### config.mk
export PLATFORM = sky130hd
export DESIGN_NAME = fifo_ctrl
export DESIGN_NICKNAME = d
export VERILOG_FILES = /design/src/rtl/mem_pkg.sv /design/src/rtl/wrap_ptr.sv /design/src/rtl/fifo_ctrl.sv
export SDC_FILE = /design/constraint.sdc
export NUM_CORES = 1
export LEC_CHECK = 0
export CAP_MARGIN = 30
export CORE_MARGIN = 10
export CORE_UTILIZATION = 30
export CTS_BUF_LIST = sky130_fd_sc_hd__clkbuf_8 sky130_fd_sc_hd__clkbuf_16
export CTS_CLUSTER_DIAMETER = 60
export CTS_CLUSTER_SIZE = 10
export DETAILED_ROUTE_END_ITERATION = 10
export PLACE_DENSITY = 0.64
export SLEW_MARGIN = 20
export SYNTH_ARGS = -nofsm -noshare
export SYNTH_HDL_FRONTEND = slang
export SYNTH_SLANG_ARGS = --single-unit
### constraint.sdc
create_clock -name clk -period 2.5 [get_ports clk]
set_input_delay 0.625 -clock clk [delete_from_list [all_inputs] [get_ports clk]]
set_output_delay 0.625 -clock clk [all_outputs]
set_load 0.005 [all_outputs]
### src/rtl/mem_pkg.sv
// Shared definitions for controllers that sit in front of a mem_mod memory.
// Holds the output-stage state encodings so future memory-side blocks
// can reuse the same codes.
package mem_pkg;

  localparam logic [1:0] S_EMPTY_CODE = 2'd0;
  localparam logic [1:0] S_FETCH_CODE = 2'd1;
  localparam logic [1:0] S_FULL_CODE  = 2'd2;

  typedef enum logic [1:0] {
    S_EMPTY = S_EMPTY_CODE,
    S_FETCH = S_FETCH_CODE,
    S_FULL  = S_FULL_CODE
  } out_state_t;

endpackage

### src/rtl/wrap_ptr.sv
// Address pointer that advances by one on inc and wraps from DEPTH-1 to 0.
// DEPTH need not be a power of two, so the wrap is an explicit compare.
module wrap_ptr #(
  parameter int DEPTH = 4
) (
  input  logic                     clk,
  input  logic                     rst_n,
  input  logic                     inc,
  output logic [$clog2(DEPTH)-1:0] ptr
);

  localparam int PW = $clog2(DEPTH);
  localparam logic [PW-1:0] LAST = PW'(DEPTH - 1);

  // Advance on inc, returning to zero after the last memory address.
  always_ff @(posedge clk or negedge rst_n) begin
    if (!rst_n) begin
      ptr <= '0;
    end else if (inc) begin
      ptr <= (ptr == LAST) ? '0 : ptr + PW'(1);
    end
  end

endmodule

### src/rtl/fifo_ctrl.sv
// FIFO controller wrapping an external single-port-style memory (mem_mod).
// Entries live in memory until fetched into a one-entry registered output
// stage. Reads take priority over writes; the fetch cycle never reads, so
// the producer always gets a write slot at least every other cycle.
module fifo_ctrl
  import mem_pkg::*;
#(
  parameter int DATA_WIDTH = 8,
  parameter int DEPTH      = 4,
  parameter int ADDR_W     = $clog2(DEPTH)
) (
  input  logic                         clk,
  input  logic                         rst_n,
  input  logic                         in_valid,
  output logic                         in_ready,
  input  logic [DATA_WIDTH-1:0]        in_data,
  output logic                         out_valid,
  input  logic                         out_ready,
  output logic [DATA_WIDTH-1:0]        out_data,
  output logic                         mem_wr_en,
  output logic [ADDR_W-1:0]            mem_wr_addr,
  output logic [DATA_WIDTH-1:0]        mem_wr_data,
  output logic                         mem_rd_en,
  output logic [ADDR_W-1:0]            mem_rd_addr,
  input  logic [DATA_WIDTH-1:0]        mem_rd_data,
  output logic [$clog2(DEPTH+2)-1:0]   count
);

  localparam int CNT_W  = $clog2(DEPTH + 2);
  localparam int MCNT_W = $clog2(DEPTH + 1);
  localparam int PW     = $clog2(DEPTH);

  out_state_t          state;
  logic [MCNT_W-1:0]   mem_cnt;
  logic                mem_has_data;
  logic                mem_has_room;
  logic                stage_busy;
  logic [PW-1:0]       wr_ptr;
  logic [PW-1:0]       rd_ptr;

  assign mem_has_data = (mem_cnt != '0);
  assign mem_has_room = (mem_cnt < MCNT_W'(DEPTH));
  assign stage_busy   = (state != S_EMPTY);

  // Fetch whenever the output stage is or is about to become free.
  assign mem_rd_en   = ((state == S_EMPTY) || ((state == S_FULL) && out_ready)) && mem_has_data;
  assign in_ready    = mem_has_room && !mem_rd_en;
  assign mem_wr_en   = in_valid && in_ready;
  assign mem_wr_data = in_data;
  assign mem_wr_addr = ADDR_W'(wr_ptr);
  assign mem_rd_addr = ADDR_W'(rd_ptr);

  assign count = CNT_W'(mem_cnt) + {{(CNT_W-1){1'b0}}, stage_busy};

  wrap_ptr #(.DEPTH(DEPTH)) u_wr_ptr (
    .clk   (clk),
    .rst_n (rst_n),
    .inc   (mem_wr_en),
    .ptr   (wr_ptr)
  );

  wrap_ptr #(.DEPTH(DEPTH)) u_rd_ptr (
    .clk   (clk),
    .rst_n (rst_n),
    .inc   (mem_rd_en),
    .ptr   (rd_ptr)
  );

  // Track how many entries are held in memory (writes and reads never overlap).
  always_ff @(posedge clk or negedge rst_n) begin
    if (!rst_n) begin
      mem_cnt <= '0;
    end else if (mem_wr_en) begin
      mem_cnt <= mem_cnt + MCNT_W'(1);
    end else if (mem_rd_en) begin
      mem_cnt <= mem_cnt - MCNT_W'(1);
    end
  end

  // Output-stage FSM: empty -> fetch (read in flight) -> full, holding while stalled.
  always_ff @(posedge clk or negedge rst_n) begin
    if (!rst_n) begin
      state     <= S_EMPTY;
      out_valid <= 1'b0;
      out_data  <= '0;
    end else begin
      case (state)
        S_EMPTY: begin
          if (mem_has_data) begin
            state <= S_FETCH;
          end
        end
        S_FETCH: begin
          out_data  <= mem_rd_data;
          out_valid <= 1'b1;
          state     <= S_FULL;
        end
        S_FULL: begin
          if (out_ready) begin
            out_valid <= 1'b0;
            state     <= mem_has_data ? S_FETCH : S_EMPTY;
          end
        end
        default: begin
          out_valid <= 1'b0;
          state     <= S_EMPTY;
        end
      endcase
    end
  end

endmodule

# After elaboration in Yosys (flattened, before gate mapping)
# Index checks and enable logic that the tools add are counted.
# totals
ff_bits,18
in_bits,20
word_cells,41
output_inout_bits,27
# op_classes
bitwise,1
n_addsub,5
reduce_logical,12
magnitude_cmp,1
n_eq_ne,6
muxes,10
# op_table
cell,n
$mux W2,4
$eq A2 B2 Y1 const B,3
$mux W3,2
$pmux W2 S3,1
$add A2 B1 Y2 const B,2
$logic_and A1 B1 Y1,4
$ne A2 B2 Y1 const B,2
$reduce_and A2 Y1,2
$reduce_bool A2 Y1,2
$add A3 B1 Y3,1
$add A3 B1 Y3 const B,1
$lt A3 B3 Y1 const B,1
$pmux W1 S3,1
$reduce_bool A3 Y1,1
$sub A3 B1 Y3 const B,1
$eq A2 B1 Y1 const B,1
$logic_not A2 Y1,1
$mux W1,2
$logic_not A1 Y1,1
$logic_or A1 B1 Y1,1
$not A1 Y1,1

# Logic depth before layout (Yosys ltp)
# logic_depth
word_depth,8
depth_mapped,7
mapped_depth_nobuf,6

# By module
# From an unflattened synthesis, not the netlist that was laid out.
# hier_totals
hier_cells,79
hier_area_um2,953.4
# by_module_without_submodules
mod,seq_area_each_um2,n_inst,area_each_um2,cells_per_inst
fifo_ctrl,350.3,1,775.7,67
wrap_ptr,50.0,2,88.8,6

# Worst setup path before layout
# OpenSTA, ideal clock, no wires.
# synth_path
kind,input port to flip-flop
startpoint,input out_ready
endpoint,register mem_cnt[1]
path_slack_ns,0.224
path_stages,6
arrival_ns,2.153
setup_time_ns,0.123
n_path_buf,1
required_ns,2.377
path_cell_list,nor2b_4 -> buf_6 -> o311ai_4 -> fa_1 -> or3_2 -> o221a_2
# synth_via
elab_chain_cells,7
word_cells_on_any_way,8
cone_classes,mux: 1; reduce/logical: 7
# synth_rtl
element,line,text
start: declaration,fifo_ctrl.sv:18,"input logic out_ready,"
$logic_and A1 B1 Y1 *,fifo_ctrl.sv:46,assign mem_rd_en = ((state == S_EMPTY) || ((state == S_FULL) && out_ready)) && mem_has_data;
$logic_or A1 B1 Y1 *,fifo_ctrl.sv:46,
$logic_and A1 B1 Y1 *,fifo_ctrl.sv:46,
$logic_not A1 Y1,fifo_ctrl.sv:47,assign in_ready = mem_has_room && !mem_rd_en;
$logic_and A1 B1 Y1,fifo_ctrl.sv:47,
$logic_and A1 B1 Y1,fifo_ctrl.sv:48,assign mem_wr_en = in_valid && in_ready;
$mux W3 / $reduce_bool A2 Y1 (equally long branches),--,
end signal: assignment,fifo_ctrl.sv:74,mem_cnt <= mem_cnt + MCNT_W'(1);
end signal: assignment,fifo_ctrl.sv:76,mem_cnt <= mem_cnt - MCNT_W'(1);
end: declaration,fifo_ctrl.sv:34,logic [MCNT_W-1:0] mem_cnt;
# Mark *: on every way between the ends. The rest lies on a longest branch, timed or not.
# A chain may end at the register's enable or synchronous reset.

# Worst setup path after layout
# layout_path
startpoint,input out_ready
endpoint,output in_ready
# layout_via
elab_chain_cells,5
# layout_rtl
element,line,text
$logic_and A1 B1 Y1,fifo_ctrl.sv:46,
$logic_or A1 B1 Y1,fifo_ctrl.sv:46,
$logic_and A1 B1 Y1,fifo_ctrl.sv:46,
$logic_not A1 Y1,fifo_ctrl.sv:47,
$logic_and A1 B1 Y1,fifo_ctrl.sv:47,
end: declaration,fifo_ctrl.sv:15,"output logic in_ready,"
# No other way between the ends.

==> results.yml <==
worst_setup_path:
  cp_slowest_cell: "clkdlybuf4s50_1"
  crit_chain: "dlygate4sd2_1 > nor2b_4 > a211oi_4 > nor2_1 > clkdlybuf4s50_1"
  critical-path-max-stage-delay_ns: 0.51
  start_kind: "primary input"
  reg2reg_depth: 7
  crit_buf_inv: 2
  path_delay_family: "buffers and inverters"
  required_ns: 1.88
  crit_type: "primary input to output port"
  arrival_ns: 1.77
  crit_fanout: 4
  worstSetupEndpointType: "output port"
  cp.depth: 5
timing:
  fmax_ghz: 0.4177
  fin_crit_sh: 0.9575
  period_minus_slack_ns: 2.394
  slew_headroom: 0.7954
  finClkSkew_ns: 0.007348
  final-max-slew-violation-count: 0
  tightest_slew_ns: 0.3030
  worst_hold_slack_ns: 0.4769
  rsz0062_at_grt: "false"
  hold_viol: 0
  setup_viol: 0
global_routing:
  gr-usage-met3: 0.05530
  grt_use_met2: 0.1229
  grt_pass1_vias: 783
  gr-usage-all-layers: 0.07231
  use_met1: 0.06600
  busiest_layer: "met2"
  antenna_found_initial: 0
  grt-ovfl-total: 0
  grt_max_degree: 19
  grt_first_pass_wirelength_um: 3574
cts:
  cts_tree: "yes"
  cts_buffer_depth: 2
  clk_latency_ns: 0.25
  cts_buffers: 3
  root_buffer: "clkbuf_8"
  postCtsHoldBufs: 0
  clock-sinks: 18
  htreeDepth: 1
  clk_pin_slew_ns: 0.07
cells_and_area:
  antenna_cells: 0
  final_nets: 135
  fillers: 317
  post-route-util: 0.4407
  drive_above_1_share: 0.3241
  fin_cells: 152
  stdcell_area_mm2: 0.001368
  area_growth_pct: 38.00
run:
  maxCapViolations: 0
logic_synthesis:
  syn-cell-area_um2: 991.0
  ys_seq_area_frac: 0.4545
  ys_types: 31
  synth_ff_type: "dfrtp_1"
  netlist_instances: 78
  synth_edf_count: 0
  syn_area_per_cell_um2: 12.70
  ys_warn_count: 0
  syn-num-nets: 103
  synthArstFlopShare: 1.000
  synth_seq_cells: 18
floorplanning:
  die_w_um: 77.48
  die_h_um: 77.48
  core_mm2: 0.003103
  rows: 20
  start_util: 0.3194
  dieArea_mm2: 0.006002
  ios: 47
worst_hold_path:
  worstHoldPathCells: 1
  holdCritPathClass: "register to register"
placement:
  gp_congestion: 0.7465
  port-buffer-count: 30
  dp_hpwl_um: 1671
  dp_cells: 147
  dpl_cell_area_mm2: 0.001313
route:
  route.vias.total: 702
  postRouteAntennaNets: 0
  drtIter0Drc: 18
  drc_errors: 0
  avgRoutedWirePerCell_um: 13.86
  via_per_inst: 4.618
  dr.pass1.iters: 2
  routed_wl_um: 2107
pwr:
  worst_ir_drop_vdd_v: 0.0006335
  pwr-share-clk: 0.113
  p_leak_nw: 0.5806
  power.internal_w: 0.001193
  comb_power_share: 0.574
  powerDensity_mw_per_mm2: 1307
  p_sw_frac: 0.3323
  p_seq_frac: 0.313
  p_switching_w: 0.0005940
  total_power_w: 0.001787
run_status:
  outcome: "completed"
path summary, 6_finish.rpt:
| path | to | slack [ns] | from |
|---|---|---|---|
| min in group asynchronous | out_data[7] | 0.70 | rst_n |
| setup reg to reg | mem_cnt[1] | 0.31 | state[1] |
| max in group asynchronous | mem_cnt[0] | 1.60 | rst_n |
| hold reg to reg | out_valid | 0.48 | out_valid |
| setup / recovery | in_ready | 0.11 | out_ready |
| hold / removal | out_valid | 0.48 | out_valid |
layer usage:
layer  share of wire  up-vias
met5               0        -
met1            0.35      347
met2            0.48       24
met4          0.0085        0
li1                -      329
met3            0.16        2
per-stage QoR:
| stage | TNS, ns | setup WS (ns) |
|---|---|---|
| after floorplan | 0 | 0.2241 |
| after detailed placement | -0.8310 | -0.2240 |
| after global placement | -0.7826 | -0.2095 |
| final | 0 | 0.1062 |
| after global routing | 0 | 0.01634 |
| after CTS | 0 | 0.05305 |
cells in the mapped netlist, types with 2 or more instances:
| cell | number | area share |
|---|---|---|
| o221a_2 | 2 | 0.023 |
| a21oi_1 | 2 | 0.010 |
| inv_1 | 3 | 0.011 |
| buf_2 | 3 | 0.015 |
| dfrtp_1 | 18 | 0.45 |
| o21ai_0 | 2 | 0.010 |
| ha_1 | 4 | 0.051 |
| buf_4 | 8 | 0.061 |
| nor2_1 | 4 | 0.015 |
| mux2_4 | 2 | 0.030 |
| mux2_2 | 10 | 0.11 |
cell usage in the layout (no fill, tap or decap), types with 2 or more instances in the layout:
master,count
clkdlybuf4s50_1,25
dfrtp_1,18
mux2_2,10
buf_4,9
dlygate4sd2_1,5
nor2_1,4
ha_1,4
inv_1,3
clkbuf_8,3
o21ai_0,2
a21oi_1,2
o221a_2,2
mux2_4,2
repair_timing:
item                       CTS  global route
pin swaps                    1             0
gates resized for setup      5             1
setup endpoints to repair    5             1
setup buffers                2             0
cell type report:
type	instances	area [µm²]	share of cell area
Multi-Input combinational cell	45	447.9	0.3275
Inverter	3	11.26	0.008234
Clock buffer	3	41.29	0.03019
Sequential cell	18	450.4	0.3294
Tap cell	44	55.05	0.04026
Timing Repair Buffer	39	361.6	0.2644
power groups by stage:
stage / Clock [W] / Combinational (W) / Sequential, W
finish: 0.000201 / 0.00103 / 0.000560
global route: 0.000223 / 0.00114 / 0.000588
CTS: 0.000207 / 0.00105 / 0.000557
detailed placement: 0 / 0.00106 / 0.000566
global placement: 0 / 0.00103 / 0.000558
floorplan: 0 / 0.000562 / 0.000568
flip-flops by register name, summed over array words and instances, names as in the netlist:
signal	flops
mem_cnt	3
out_data	8
out_valid	1
state	2
u_rd_ptr.ptr	2
u_wr_ptr.ptr	2
cells by family after synthesis:
family / share of synthesized area
AOI/OAI and AO/OA: 0.1389
xor gates and xnor gates: 0.008840
adders and majority gates: 0.07071
buffers and inverters: 0.09848
DFF: 0.4545
muxes: 0.1439
and+or+nand+nor: 0.08461
(Power assumes the default switching activity.)
